`src/rtl/mtf_ctrl_pkg.sv`:
```
// Shared types and defaults for the MTF update scheduler.
// Holds the frame FSM state encoding and the neuron-index width helper.
package mtf_ctrl_pkg;

  localparam int unsigned N_NEURONS_DEF = 4;
  localparam int unsigned DW_DEF        = 8;
  localparam int unsigned TIMEOUT_DEF   = 255;

  typedef enum logic [1:0] {
    ST_IDLE   = 2'd0,
    ST_ISSUE  = 2'd1,
    ST_WAIT   = 2'd2,
    ST_COMMIT = 2'd3
  } state_e;

  function automatic int unsigned idx_width(input int unsigned n);
    return (n < 2) ? 1 : $clog2(n);
  endfunction

endpackage

```
`src/rtl/mtf_update_scheduler_if.sv`:
```
// Request/response handshake between the scheduler and the shared MTF engine.
// The scheduler drives the request side; the engine answers with done/spike.
interface mtf_update_scheduler_if #(
  parameter int unsigned N_NEURONS = mtf_ctrl_pkg::N_NEURONS_DEF,
  parameter int unsigned DW        = mtf_ctrl_pkg::DW_DEF
);
  localparam int unsigned IW = mtf_ctrl_pkg::idx_width(N_NEURONS);

  logic          eng_start;
  logic [IW-1:0] eng_idx;
  logic [DW-1:0] eng_i_ext;
  logic          eng_done;
  logic          eng_spike;

  modport master (output eng_start, eng_idx, eng_i_ext, input eng_done, eng_spike);
  modport slave  (input eng_start, eng_idx, eng_i_ext, output eng_done, eng_spike);

endinterface

```
`src/rtl/mtf_inhib_sat.sv`:
```
// Mutual-inhibition subtractor: base current minus the weight when inhibited,
// clamped at zero so a strong weight never wraps to a large current.
module mtf_inhib_sat #(
  parameter int unsigned DW = 8
) (
  input  logic [DW-1:0] i_base,
  input  logic [DW-1:0] i_weight,
  input  logic          i_inhibit,
  output logic [DW-1:0] o_current
);

  logic [DW-1:0] w_sub;

  assign w_sub     = i_inhibit ? i_weight : '0;
  assign o_current = (w_sub > i_base) ? '0 : i_base - w_sub;

endmodule

```
`src/rtl/mtf_update_scheduler.sv`:
```
// Time-multiplexes one MTF update engine across N_NEURONS neurons per tick,
// applying pairwise mutual inhibition from the previous frame's spikes.
module mtf_update_scheduler #(
  parameter int unsigned N_NEURONS = mtf_ctrl_pkg::N_NEURONS_DEF,
  parameter int unsigned DW        = mtf_ctrl_pkg::DW_DEF,
  parameter int unsigned TIMEOUT   = mtf_ctrl_pkg::TIMEOUT_DEF
) (
  input  logic                                           clk,
  input  logic                                           reset,
  input  logic                                           tick,
  input  logic                                           enable,
  input  logic                                           cfg_we,
  input  logic [mtf_ctrl_pkg::idx_width(N_NEURONS)-1:0]  cfg_addr,
  input  logic [DW-1:0]                                  cfg_data,
  input  logic [DW-1:0]                                  inhib_w,
  input  logic                                           err_clr,
  mtf_update_scheduler_if.master                         eng,
  output logic [N_NEURONS-1:0]                           spikes,
  output logic                                           frame_valid,
  output logic                                           busy,
  output logic                                           overrun,
  output logic                                           timeout_err
);
  import mtf_ctrl_pkg::*;

  localparam int unsigned IW = idx_width(N_NEURONS);
  localparam int unsigned CW = $clog2(TIMEOUT + 1);

  state_e               r_state;
  logic [IW-1:0]        r_idx;
  logic [CW-1:0]        r_wait_cnt;
  logic [DW-1:0]        r_i_base [N_NEURONS];
  logic [N_NEURONS-1:0] r_prev_spikes;
  logic [N_NEURONS-1:0] r_spike_acc;
  logic [N_NEURONS-1:0] r_spikes;
  logic                 r_eng_start;
  logic [IW-1:0]        r_eng_idx;
  logic [DW-1:0]        r_eng_i_ext;
  logic                 r_frame_done;
  logic                 r_frame_valid;
  logic                 r_busy;
  logic                 r_overrun;
  logic                 r_timeout_err;

  logic [IW-1:0]        w_next_idx;
  logic [DW-1:0]        w_i_ext;

  // Index about to be issued: only meaningful on the IDLE->ISSUE and COMMIT->ISSUE edges.
  assign w_next_idx = (r_state == ST_COMMIT) ? r_idx + IW'(1) : '0;

  mtf_inhib_sat #(.DW(DW)) u_inhib (
    .i_base    (r_i_base[w_next_idx]),
    .i_weight  (inhib_w),
    .i_inhibit (r_prev_spikes[w_next_idx ^ IW'(1)]),
    .o_current (w_i_ext)
  );

  // NOTE: the base-current file is reset because a frame may start before any
  // configuration write, and the engine must then see zero current, never X.
  always_ff @(posedge clk) begin
    if (reset) begin
      for (int i = 0; i < N_NEURONS; i++) r_i_base[i] <= '0;
    end else if (cfg_we) begin
      r_i_base[cfg_addr] <= cfg_data;
    end
  end

  always_ff @(posedge clk) begin
    if (reset) begin
      r_state       <= ST_IDLE;
      r_idx         <= '0;
      r_wait_cnt    <= '0;
      r_prev_spikes <= '0;
      r_spike_acc   <= '0;
      r_spikes      <= '0;
      r_eng_start   <= 1'b0;
      r_eng_idx     <= '0;
      r_eng_i_ext   <= '0;
      r_frame_done  <= 1'b0;
      r_frame_valid <= 1'b0;
      r_busy        <= 1'b0;
      r_overrun     <= 1'b0;
      r_timeout_err <= 1'b0;
    end else begin
      // NOTE: these defaults are overridden by later non-blocking assignments in
      // the case below; the last one scheduled wins, which gives set-over-clear.
      r_eng_start   <= 1'b0;
      r_frame_done  <= 1'b0;
      r_frame_valid <= r_frame_done;
      if (err_clr) r_timeout_err <= 1'b0;
      if (tick && r_busy) r_overrun <= 1'b1;
      else if (err_clr)   r_overrun <= 1'b0;

      case (r_state)
        ST_IDLE: begin
          if (tick && enable) begin
            r_state     <= ST_ISSUE;
            r_busy      <= 1'b1;
            r_idx       <= w_next_idx;
            r_eng_idx   <= w_next_idx;
            r_eng_i_ext <= w_i_ext;
            r_eng_start <= 1'b1;
          end
        end
        ST_ISSUE: begin
          r_state    <= ST_WAIT;
          r_wait_cnt <= '0;
        end
        ST_WAIT: begin
          if (eng.eng_done) begin
            r_spike_acc[r_idx] <= eng.eng_spike;
            r_state            <= ST_COMMIT;
          end else if (r_wait_cnt == CW'(TIMEOUT - 1)) begin
            r_spike_acc[r_idx] <= 1'b0;
            r_timeout_err      <= 1'b1;
            r_state            <= ST_COMMIT;
          end else begin
            r_wait_cnt <= r_wait_cnt + CW'(1);
          end
        end
        ST_COMMIT: begin
          if (r_idx == IW'(N_NEURONS - 1)) begin
            r_spikes      <= r_spike_acc;
            r_prev_spikes <= r_spike_acc;
            r_frame_done  <= 1'b1;
            r_busy        <= 1'b0;
            r_state       <= ST_IDLE;
          end else begin
            r_state     <= ST_ISSUE;
            r_idx       <= w_next_idx;
            r_eng_idx   <= w_next_idx;
            r_eng_i_ext <= w_i_ext;
            r_eng_start <= 1'b1;
          end
        end
        default: r_state <= ST_IDLE;
      endcase
    end
  end

  assign eng.eng_start = r_eng_start;
  assign eng.eng_idx   = r_eng_idx;
  assign eng.eng_i_ext = r_eng_i_ext;
  assign spikes        = r_spikes;
  assign frame_valid   = r_frame_valid;
  assign busy          = r_busy;
  assign overrun       = r_overrun;
  assign timeout_err   = r_timeout_err;

endmodule

```
`src/flat_wrapper.sv`:
```
// flat-port wrapper written by rule: the top's interface ports become plain ports
module mtf_update_scheduler_flat import mtf_ctrl_pkg::*;
#(
  parameter int unsigned N_NEURONS = mtf_ctrl_pkg::N_NEURONS_DEF,
  parameter int unsigned DW        = mtf_ctrl_pkg::DW_DEF,
  parameter int unsigned TIMEOUT   = mtf_ctrl_pkg::TIMEOUT_DEF
)
  (clk, reset, tick, enable, cfg_we, cfg_addr, cfg_data, inhib_w, err_clr, spikes, frame_valid, busy, overrun, timeout_err, eng_eng_start, eng_eng_idx, eng_eng_i_ext, eng_eng_done, eng_eng_spike);
  mtf_update_scheduler_if #(.N_NEURONS(N_NEURONS), .DW(DW)) eng_i ();
  input  logic clk;
  input  logic reset;
  input  logic tick;
  input  logic enable;
  input  logic cfg_we;
  input  logic [mtf_ctrl_pkg::idx_width(N_NEURONS)-1:0] cfg_addr;
  input  logic [DW-1:0] cfg_data;
  input  logic [DW-1:0] inhib_w;
  input  logic err_clr;
  output logic [N_NEURONS-1:0] spikes;
  output logic frame_valid;
  output logic busy;
  output logic overrun;
  output logic timeout_err;
  output wire logic [$bits(eng_i.eng_start)-1:0] eng_eng_start;
  output wire logic [$bits(eng_i.eng_idx)-1:0] eng_eng_idx;
  output wire logic [$bits(eng_i.eng_i_ext)-1:0] eng_eng_i_ext;
  input wire logic [$bits(eng_i.eng_done)-1:0] eng_eng_done;
  input wire logic [$bits(eng_i.eng_spike)-1:0] eng_eng_spike;
  assign eng_eng_start = eng_i.eng_start;
  assign eng_eng_idx = eng_i.eng_idx;
  assign eng_eng_i_ext = eng_i.eng_i_ext;
  assign eng_i.eng_done = eng_eng_done;
  assign eng_i.eng_spike = eng_eng_spike;
  mtf_update_scheduler #(.N_NEURONS(N_NEURONS), .DW(DW), .TIMEOUT(TIMEOUT)) u_core (.clk(clk), .reset(reset), .tick(tick), .enable(enable), .cfg_we(cfg_we), .cfg_addr(cfg_addr), .cfg_data(cfg_data), .inhib_w(inhib_w), .err_clr(err_clr), .eng(eng_i), .spikes(spikes), .frame_valid(frame_valid), .busy(busy), .overrun(overrun), .timeout_err(timeout_err));
endmodule
```
`config.mk`:
```
export PLATFORM = sky130hd
export DESIGN_NAME = mtf_update_scheduler_flat
export DESIGN_NICKNAME = d
export VERILOG_FILES = /design/src/rtl/mtf_ctrl_pkg.sv /design/src/rtl/mtf_update_scheduler_if.sv /design/src/rtl/mtf_inhib_sat.sv /design/src/rtl/mtf_update_scheduler.sv /design/src/flat_wrapper.sv
export SDC_FILE = /design/constraint.sdc
export NUM_CORES = 1
export LEC_CHECK = 0
export ABC_AREA = 1
export BUFFER_PORTS_ARGS = -buffer_cell sky130_fd_sc_hd__buf_4
export CORE_MARGIN = 8
export CORE_UTILIZATION = 25
export CTS_CLUSTER_DIAMETER = 50
export DETAILED_ROUTE_END_ITERATION = 7
export GPL_TIMING_DRIVEN = 0
export SETUP_SLACK_MARGIN = 0.05
export SYNTH_ARGS = -nofsm -noshare
export SYNTH_HDL_FRONTEND = slang
export SYNTH_SLANG_ARGS = --single-unit
```
`constraint.sdc`:
```
create_clock -name clk -period 2.41 [get_ports clk]
set_input_delay 0.1205 -clock clk [delete_from_list [all_inputs] [get_ports clk]]
set_output_delay 0.1205 -clock clk [all_outputs]
set_load 0.05 [all_outputs]
```
==> metrics.txt <==
first-pass GRT wire length 14300 um; power share of the combinational group 39.3%; FF-to-FF setup slack -0.14 ns; number of flops mapped to enable cells by yosys 32; worst reg2reg path endpoint u_core.eng.eng_i_ext[6]$_SDFFE_PP0P_; Synth top area share 27.8%; Seq cells post-synth 66; power share of the clock group 27.8%; via count 3018; Synth area leaders edfxtp_1 (28%), dfxtp_1 (20%), nand2_1 (10%); hold path startpoint reset; DR iter-0 viols 225; Hold Path Stages 2; H-tree levels 3; die area 17800 um2; clk_skew 0.00529 ns; status finished, violations left; Yosys cell types 35; vias in the first global route 3050; Post-Syn Area 3450 um2; Worst EP arrival 2.81 ns; fin crit period 2.55 ns; Pint 2.66 mW; io pins 45; Flop pwr share 32.9%; DRT Pass-1 Iters 4; critical-path maximum fanout 7; die width 134 um; drc violations 0; Mapped Cells 424; Worst-path clk slew 0.06 ns; WP data required 2.67 ns; Setup CP Type register to register; multi-input combinational cell area 1700 um2; max_slew headroom 16.7%; unrepaired setup endpoints after global routing yes; share of post-route cells with drive strength above 1 28.3%; final setup fails 8; Leak 1.96 nW; IO buf count 44; Synth-to-Final Area Change 33.7%; CTS tree yes; post-synthesis sequential area ratio 47.5%; most frequent cells in the layout nand2_1 (86), buf_4 (59), nor2_1 (49); syn avg cell area 8.14 um2; fill count 1437; total wire length 8710 um; Fin. Hold Viols 0; row count 43; worst setup path startpoint u_core.r_state[0]$_SDFFE_PP0P_; Slew Limit Fails 0; TritonCTS Sinks 66; CTS root buffer clkbuf_16; half-perimeter wire length after placement 6510 um; Clk Latency, worst-skew pair 0.33 ns; Post-synth ARST share 0%; CP endpoint u_core.eng.eng_i_ext[6]$_SDFFE_PP0P_; Initial Util 25.3%; synth warn 0; Critical R2R Launch u_core.r_state[0]$_SDFFE_PP0P_; ANT nets after route 0; Sw Pwr 1.66 mW; fin crit share 106%; GRT overflow 0; setup ws final -0.142 ns; Net Sw Frac 38.5%; placed cell count 648; Vias/cell 4.43; startpoint types register; largest net degree at the start of global routing 13; initial antenna violation count 0; layout net count 542; post-synth top area cell edfxtp_1; ys flop type dfxtp_1; Total GRT Usage 9.88%; Slew @ Worst Pin 1.24 ns; worst vdd ir 0.000425 V; worst hold path type input pin to register; storage element area 1660 um2; chip height 134 um; worst reg-to-reg path cell count 16; Core ar. 13700 um2; GP Congestion 0.854; # diodes 0; PwrDens 938 nW/um2; failing checks negative setup slack; syn nets 470; Setup crit end kind register; wire per inst 12.8 um; worst-case clock buffer depth 2; most common cell after layout, fill and taps aside nand2_1; Peak Freq 392 MHz; max_cap viols 0; CTS buffer count 9; worst slack at placement -0.253 ns; Worst Hold Margin 0.0272 ns; final std cells w/o fill 681
==> cell type report <==
cell class	instances	share of cell area, %
plain buffers	9	1.22
inverters	58	5.15
multi-input cells	291	36.7
repair buffers	61	10.3
clock inverters	7	1.00
flip-flops and latches	66	35.9
clock buffers	9	4.88
well taps	180	4.88
==> registers in the layout, summed over array words and instances, names as in the netlist <==
| signal | flops |
|---|---|
| u_core.busy | 1 |
| u_core.eng.eng_i_ext | 8 |
| u_core.eng.eng_start | 1 |
| u_core.frame_valid | 1 |
| u_core.overrun | 1 |
| u_core.r_frame_done | 1 |
| u_core.r_i_base | 32 |
| u_core.r_idx | 2 |
| u_core.r_spike_acc | 4 |
| u_core.r_state | 2 |
| u_core.r_wait_cnt | 8 |
| u_core.spikes | 4 |
| u_core.timeout_err | 1 |
==> cells in the mapped netlist (2+ instances only) <==
library cell   n
nand2_1       94
nand3_1       24
or2_2          5
o21ai_0       15
clkinv_1       3
nand3b_1       2
a211oi_1       2
ha_1          19
inv_1         50
a22oi_1        6
dfxtp_1       34
nor2_1        50
edfxtp_1      32
buf_2          3
nand2_2        3
inv_2          5
clkbuf_1       4
nor2_4         2
nor2_2         3
o22ai_1        6
nor3_1         8
a21oi_1       36
xor2_1         4
nand4_1        3
==> through the flow <==
step | cell area [um2] | power [mW] | setup TNS (ns) | utilization (%)
4_1_cts | 4500 | 4.21 | -0.651 | 32.9
5_1_grt | 4620 | 4.57 | -1.73 | 33.8
2_1_floorplan | 3530 | 2.49 | -0.00130 | -
3_3_place_gp | 4090 | 2.86 | -1.57 | 29.9
3_5_place_dp | 4090 | 2.89 | -1.85 | 29.9
6_report | 4620 | 4.33 | -0.951 | 33.8
==> worst min path at each step <==
stage,end
floorplan,u_core.r_idx[0]$_SDFFE_PP0P_
global placement,u_core.r_idx[0]$_SDFFE_PP0P_
detailed placement,u_core.r_idx[0]$_SDFFE_PP0P_
CTS,u_core.r_idx[0]$_SDFFE_PP0P_
global route,u_core.r_idx[0]$_SDFFE_PP0P_
finish,u_core.r_idx[0]$_SDFFE_PP0P_
==> layer usage <==
layer  part of all wire [%]  track usage [%]  routed length (um)  vias up
met5                      0                0                   0        -
met4                    1.9             4.62                 163        0
met3                    3.6             2.07                 317       12
met2                     48             16.5                4190       63
met1                     46             11.9                4040     1396
li1                       -                -                   -     1547
==> critical path, stage by stage, from the launching register on <==
cell and delay [ns]:
dfxtp_4 0.36, ha_4 0.15, inv_4 0.04, nor2_4 0.15, buf_6 0.14, nand2_2 0.04, a32o_2 0.28, ha_2 0.19
fa_2 0.34, inv_2 0.07, nand2_2 0.06, nand2_2 0.08, nand3_2 0.08, a21oi_4 0.18, buf_12 0.14, nand3_2 0.08
a21oi_2 0.11
==> cell families after synthesis <==
logic type | count (synthesis) | synth area share, %
flops | 66 | 47.5
xor+xnor | 5 | 1.27
simple gates | 195 | 24.2
compound gates | 71 | 11.8
buf+inv | 67 | 7.72
fa+ha+maj | 20 | 7.46
==> repair_timing <==
item | CTS | global route
hold buffers | 0 | 0
gates resized for setup | 14 | 20
setup buffers | 13 | 4
pin swaps | 9 | 11
endpoints found under the setup margin | 8 | 8
==> power groups by stage <==
stage / clock network (mW) / logic [mW] / registers [mW]
after floorplan: 0 / 0.820 / 1.67
after CTS: 1.23 / 1.56 / 1.42
after global routing: 1.29 / 1.84 / 1.44
after global placement: 0 / 1.42 / 1.44
after detailed placement: 0 / 1.43 / 1.45
final: 1.20 / 1.70 / 1.42
Power figures use the tool's default switching activity.
